[src/rtl/rr_decoder.sv]
// rr_decoder: routes index tokens from one input channel to N dataless output channels
// through a 2-entry FIFO. Define RR_DECODER_ERRCNT_EN to add the saturating err_count port.
module rr_decoder #(
    parameter int unsigned N    = 4,
    parameter int unsigned NIdx = $clog2(N)
) (
    input  logic            clk,
    input  logic            reset,
    input  logic            in_v,
    input  logic [NIdx-1:0] in_d,
    output logic            in_a,
`ifdef RR_DECODER_ERRCNT_EN
    output logic [7:0]      err_count,
`endif
    input  logic [N-1:0]    out_a,
    output logic [N-1:0]    out_v
);

    logic [NIdx-1:0] fifo_q [2];
    logic            head_q;
    logic            tail_q;
    logic [1:0]      count_q;
    logic [1:0]      count_d;
    logic            in_a_q;
    logic            take;
    logic            in_range;
    logic            push;
    logic            pop;

    assign take     = in_v && in_a_q;
    assign in_range = 32'(in_d) < N;
    assign push     = take && in_range;
    // Only the head destination can have out_v high, so other acks are masked off here.
    assign pop      = |(out_v & out_a);
    assign in_a     = in_a_q;

    always_comb begin
        out_v = '0;
        for (int unsigned i = 0; i < N; i++) begin
            out_v[i] = (count_q != 2'd0) && (32'(fifo_q[head_q]) == i);
        end
    end

    always_comb begin
        count_d = count_q;
        unique case ({push, pop})
            2'b10:   count_d = count_q + 2'd1;
            2'b01:   count_d = count_q - 2'd1;
            default: count_d = count_q;
        endcase
    end

    // in_a is registered from the next occupancy so it never depends on in_v or out_a.
    always_ff @(posedge clk or negedge reset) begin
        if (!reset) begin
            fifo_q[0] <= '0;
            fifo_q[1] <= '0;
            head_q    <= 1'b0;
            tail_q    <= 1'b0;
            count_q   <= 2'd0;
            in_a_q    <= 1'b0;
        end else begin
            if (push) begin
                fifo_q[tail_q] <= in_d;
                tail_q         <= ~tail_q;
            end
            if (pop) begin
                head_q <= ~head_q;
            end
            count_q <= count_d;
            in_a_q  <= (count_d != 2'd2);
        end
    end

`ifdef RR_DECODER_ERRCNT_EN
    logic [7:0] err_q;

    always_ff @(posedge clk or negedge reset) begin
        if (!reset) begin
            err_q <= 8'd0;
        end else if (take && !in_range && (err_q != 8'hFF)) begin
            err_q <= err_q + 8'd1;
        end
    end

    assign err_count = err_q;
`endif

endmodule

[config.mk]
export PLATFORM = sky130hd
export DESIGN_NAME = rr_decoder
export DESIGN_NICKNAME = d
export VERILOG_FILES = /design/src/rtl/rr_decoder.sv
export SDC_FILE = /design/constraint.sdc
export NUM_CORES = 1
export LEC_CHECK = 0
export ABC_AREA = 1
export CAP_MARGIN = 0
export CORE_AREA = 8 8 45 47
export CTS_CLUSTER_DIAMETER = 100
export CTS_CLUSTER_SIZE = 14
export DETAILED_ROUTE_END_ITERATION = 12
export DIE_AREA = 0 0 53 55
export GPL_TIMING_DRIVEN = 1
export PLACE_DENSITY = 0.76
export SLEW_MARGIN = 20
export SYNTH_ARGS = -nofsm -noshare
export SYNTH_HDL_FRONTEND = slang
export SYNTH_SLANG_ARGS = --single-unit
[constraint.sdc]
create_clock -name clk -period 2.7 [get_ports clk]
set_clock_uncertainty 0.15 [all_clocks]
set_input_delay 0.54 -clock clk [delete_from_list [all_inputs] [get_ports clk]]
set_output_delay 0.54 -clock clk [all_outputs]
set_load 0.01 [all_outputs]
==> impl_metrics.toml, run 1 <==
[die]
die_h_um = 55
core.rowCount = 14
die_area_um2 = 2920
num_io_pins = 14
start_util_pct = 35.9
die_w_um = 53
core_area_um2 = 1380

[outcome]
status = "finished clean"

[drt]
ant_nets = 0
wl_um = 995
firstDrtPassIters = 4
drc = 0
avgRoutedWirePerCell_um = 10.4
drtIter0Drc = 7
vias = 444
via_per_inst = 4.63

[grt]
gr-total-overflow = 0
grt_pass1_wl_um = 1720
grt_pass1_vias = 412
track_usage_pct = 7.82
grt_max_degree = 10
antenna_found_initial = 0

[sta]
slew_viol_final = 0
max_slew_margin_pct = 74.0
worst_slack_ns = 0.347
rsz0062_at_grt = "no"
tightest_slew_ns = 0.389
fin_crit_sh_pct = 87.2
finalHoldViolCount = 0
max_clock_freq_mhz = 425
fin_setup_tns_ns = 0
setup_viol = 0
period_needed_ns = 2.35

[clocking]
cts-root-buf = "clkbuf_4"
ctsResizeCount = 0
clock_sinks = 9
clk_latency_ns = 0.25
cts.reportedPaths.clkPinSlew_ns = 0.05
hold_buffers = 0
cts-buffers-inserted = 3
cts_tree = "yes"
cts_buffer_depth = 2
cts_setup_buffers = 0
htree_levels = 1

[setup_path]
path_cells = "inv_2 > nand2_2 > nand2_4 > nor2_4 > inv_1 > nor2_1 > clkdlybuf4s50_1"
r2r-end = "in_a"
max_stage_delay_ns = 0.54
critPathMaxFanout = 6
worst-path-buf-inv = 3
critPathKind = "register to primary output"
rrSetupSlack_ns = 0.60
setup.worst_path.start_class = "register"
rr_worst_depth = 10
worstPathArrival_ns = 1.66
worstSetupEndpointType = "primary output"
crit_required_ns = 2.01
slowest_stage = "clkdlybuf4s50_1"
crit_family = "buffers and inverters"
reg2reg_from = "head_q"

[pwr]
swShare_pct = 43.0
netSwitchingPower_mw = 0.378
p_leak_nw = 0.329
p_seq_share_pct = 30.8
power_density_nw_per_um2 = 1310
internal-power_mw = 0.502
p_comb_share_pct = 58.1
ir_drop_uv = 590
p_clk_share_pct = 11.1

[synth]
synth_nets = 73
synthCells = 63
synth_top_area_share_pct = 45.3
ys_ff_latch = 9
synth.distinct_cells = 17
yosys-top-cells-area = "dfrtp_1 (45%), nand2_1 (14%), o21ai_0 (6.0%)"
synth_area_leader_cell = "dfrtp_1"
synth_warnings = 0
yosysSeqAreaShare_pct = 45.3
synth_area_um2 = 497
avgSynthCellArea_um2 = 7.88

[flow_run]
drv_cap = 0

[final_layout]
n_antenna_cell = 0
finalNetCount = 91
drive_above_1_share_pct = 15.0
design_area_um2 = 673
area_growth_pct = 35.5
fill_cells = 148

[worst_hold_path]
worstHoldPathType = "register to register"
worstHoldPathCells = 2
hp-start = "fifo_q[1]"
hold_end = "fifo_q[1]"

[placement]
pre_cts_ws_ns = 0.295
dp_hpwl_um = 841
placed_cell_area_um2 = 647
gp_congestion = 0.727
io_buffers = 13
## worst max path at each step
stage | start | end | slack, ns | depth (start not counted)
after floorplan | count_q[1] | in_a | 0.79 | 11
after global placement | out_a[2] | in_a | 0.38 | 10
after detailed placement | out_a[2] | in_a | 0.29 | 10
after CTS | head_q | out_v[0] | 0.31 | 7
after global routing | head_q | out_v[0] | 0.22 | 7
final | head_q | out_v[0] | 0.35 | 7
## per-layer routing
| metal | vias up | share of wire [%] | global-route usage, % |
|---|---|---|---|
| met5 | - | 0 | 0 |
| met4 | 0 | 0.40 | 5.17 |
| met3 | 2 | 7.5 | 2.14 |
| met2 | 12 | 43 | 11.7 |
| met1 | 195 | 49 | 9.63 |
| li1 | 235 | - | - |
## worst reg2reg max path, delay by kind of cell (launching register included)
| kind | cells | cell delay [ns] |
|---|---|---|
| DFF | 1 | 0.44 |
| adders and majority gates | 1 | 0.24 |
| xor gates and xnor gates | 1 | 0.20 |
| AOI/OAI and AO/OA | 3 | 0.51 |
| buffers and inverters | 1 | 0.06 |
| and+or+nand+nor | 4 | 0.37 |
## logic make-up after synthesis
logic type,Yosys count,share of synthesized area (%)
fa+ha+maj,1,2.52
buf+inv,8,6.05
simple gates,36,36.3
compound gates,8,8.06
xor+xnor,1,1.76
flops,9,45.3
## cells in the final DEF (no fill, tap or decap), drive strengths merged
cell / instances
nand2: 21
clkdlybuf4s50: 13
dfrtp: 9
inv: 8
o21ai: 7
nor2: 7
nand3: 4
clkbuf: 4
nand4: 2
or2: 2
a21oi: 1
xnor2: 1
ha: 1
## Yosys cell counts, drive strengths merged
master / instances
nand3: 4
dfrtp: 9
nand2: 21
nor2: 7
a21oi: 1
nand4: 2
ha: 1
or2: 2
o21ai: 7
xnor2: 1
inv: 8
## per-stage QoR
stage          cells  total power [mW]  util (%)  hold slack, ns
2_1_floorplan     63             0.616         -          0.0944
3_3_place_gp      92             0.770      46.7           0.322
3_5_place_dp      92             0.793      46.7           0.334
4_1_cts           96             0.894      48.6           0.349
5_1_grt           96             0.973      48.6           0.397
6_report          96             0.880      48.6           0.341
## sequential cells by signal, summed over array words and instances, names as in the netlist
name	flops
fifo_q	4
count_q	2
head_q	1
in_a	1
tail_q	1
## power by group through the flow
stage          Combinational, mW  Sequential (mW)  Clock (mW)
6_report                   0.511            0.271      0.0975
2_1_floorplan              0.356            0.261           0
3_3_place_gp               0.501            0.269           0
4_1_cts                    0.521            0.271       0.102
3_5_place_dp               0.520            0.272           0
5_1_grt                    0.583            0.281       0.110
## cell type report
cell class                 count  area [um^2]  area share, %
sequential                     9          225           33.5
tap                           16         20.0           2.97
multi-input combinational     46          241           35.9
clock buffer                   4         26.3           3.90
inverter                       8         30.0           4.46
timing repair buffer          13          130           19.3
No activity file was read; power rests on OpenSTA's default activity.
==> run 2, diff against run 1 <==
Settings changed: CORE_AREA 8 8 45 47 to 2 2 39 41, DIE_AREA 0 0 53 55 to 0 0 41 43.
==> impl_metrics.toml, run 2 (synthesized netlist as in run 1, its figures left out) <==
[outcome]
status = "finished clean"

[die]
start_util_pct = 35.9
die_h_um = 43
die_w_um = 41
core_area_um2 = 1380
die_area_um2 = 1760
core.rowCount = 14
num_io_pins = 14

[placement]
pre_cts_ws_ns = 0.281
gp_congestion = 0.670
io_buffers = 13
dp_cells = 92

[final_layout]
finalNetCount = 91
final_cell_mix = "nand2_1 (18), clkdlybuf4s50_1 (13), dfrtp_1 (9)"
drive_above_1_share_pct = 15.0
fill_cells = 138
multi_input_area_um2 = 241
area_growth_pct = 35.5
largest_register_ffs = 4
n_antenna_cell = 0
top_regs = "fifo_q: 4 flops, count_q: 2 flops"
layout.cells.non_filler = 96
seqCellArea_um2 = 225
largest_register = "fifo_q"
layout_commonest_cell = "nand2_1"

[worst_hold_path]
hp-start = "fifo_q[2]"
worstHoldPathType = "register to register"

[grt]
track_usage_pct = 12.7
grt_pass1_wl_um = 1470
grt_pass1_vias = 413
gr-total-overflow = 0
grt_max_degree = 10
antenna_found_initial = 0

[setup_path]
critPathKind = "register to primary output"
reg2reg_from = "head_q"
setup.worst_path.start_class = "register"
critPathMaxFanout = 6
crit_path_start = "head_q"
worstSetupEndpointType = "primary output"
worstPathArrival_ns = 1.67
crit_required_ns = 2.01

[drt]
via_per_inst = 4.65
firstDrtPassIters = 2
wl_um = 903
avgRoutedWirePerCell_um = 9.41
vias = 446
ant_nets = 0
drc = 0
drtIter0Drc = 2

[sta]
rsz0062_at_grt = "no"
slew_viol_final = 0
fin_setup_tns_ns = 0
setup_viol = 0
fin_crit_sh_pct = 87.5
max_slew_margin_pct = 74.3
worst_slack_ns = 0.338
whs_ns = 0.338
max_clock_freq_mhz = 423
tightest_slew_ns = 0.385
finalHoldViolCount = 0
period_needed_ns = 2.36

[clocking]
clk_latency_ns = 0.26
htree_levels = 1
cts_tree = "yes"
cts.reportedPaths.clkPinSlew_ns = 0.06
cts-buffers-inserted = 3
cts_setup_buffers = 0
hold_buffers = 0
cts_buffer_depth = 2
clock_sinks = 9
cts-root-buf = "clkbuf_4"
ctsResizeCount = 0

[pwr]
p_leak_nw = 0.329
ir_drop_uv = 492
power_density_nw_per_um2 = 1310

[flow_run]
drv_cap = 0
## run 2: layout make-up
class / count / area share [%]
Clock buffer: 4 / 3.90
Inverter: 8 / 4.46
Multi-Input combinational cell: 46 / 35.9
Sequential cell: 9 / 33.5
Tap cell: 16 / 2.97
Timing Repair Buffer: 13 / 19.3
## run 2: critical path: stages, from the launching register on
cell and delay (ns):
dfrtp_1 0.44, nand2_1 0.14, nand2_4 0.08, nor2_4 0.09, inv_1 0.06, nor2_1 0.08
clkdlybuf4s50_1 0.53
## run 2: path summary, 6_finish.rpt
path | end | depth (start not counted) | slack (ns)
worst max-delay path | out_v[0] | 6 | 0.34
worst min-delay path | fifo_q[2] | 2 | 0.34
worst max register to register | in_a | 10 | 0.56
worst min register to register | fifo_q[2] | 2 | 0.34
max in group asynchronous | count_q[0] | 1 | 1.71
min in group asynchronous | fifo_q[1] | 1 | 0.41
## run 2: metal layers
layer | up-vias | share of wire (%) | global-route usage (%)
met5 | - | 0 | 0
met3 | 2 | 6.1 | 4.71
li1 | 232 | - | -
met2 | 14 | 49 | 20.3
met4 | 0 | 2.2 | 8.00
met1 | 198 | 43 | 13.2
## run 2: report_power, final
part / leakage, nW / internal (mW) / switching, mW / total, mW
logic: 0.205 / 0.240 / 0.272 / 0.512
clock network: 0.0150 / 0.0569 / 0.0463 / 0.103
registers: 0.108 / 0.206 / 0.0596 / 0.266
total: 0.329 / 0.503 / 0.378 / 0.881
## run 2: through the flow
stage	utilization [%]	power (mW)	area, um^2
6_report	48.6	0.881	673
3_5_place_dp	46.7	0.786	647
4_1_cts	48.6	0.894	673
2_1_floorplan	-	0.616	497
5_1_grt	48.6	0.974	673
3_3_place_gp	46.7	0.767	647
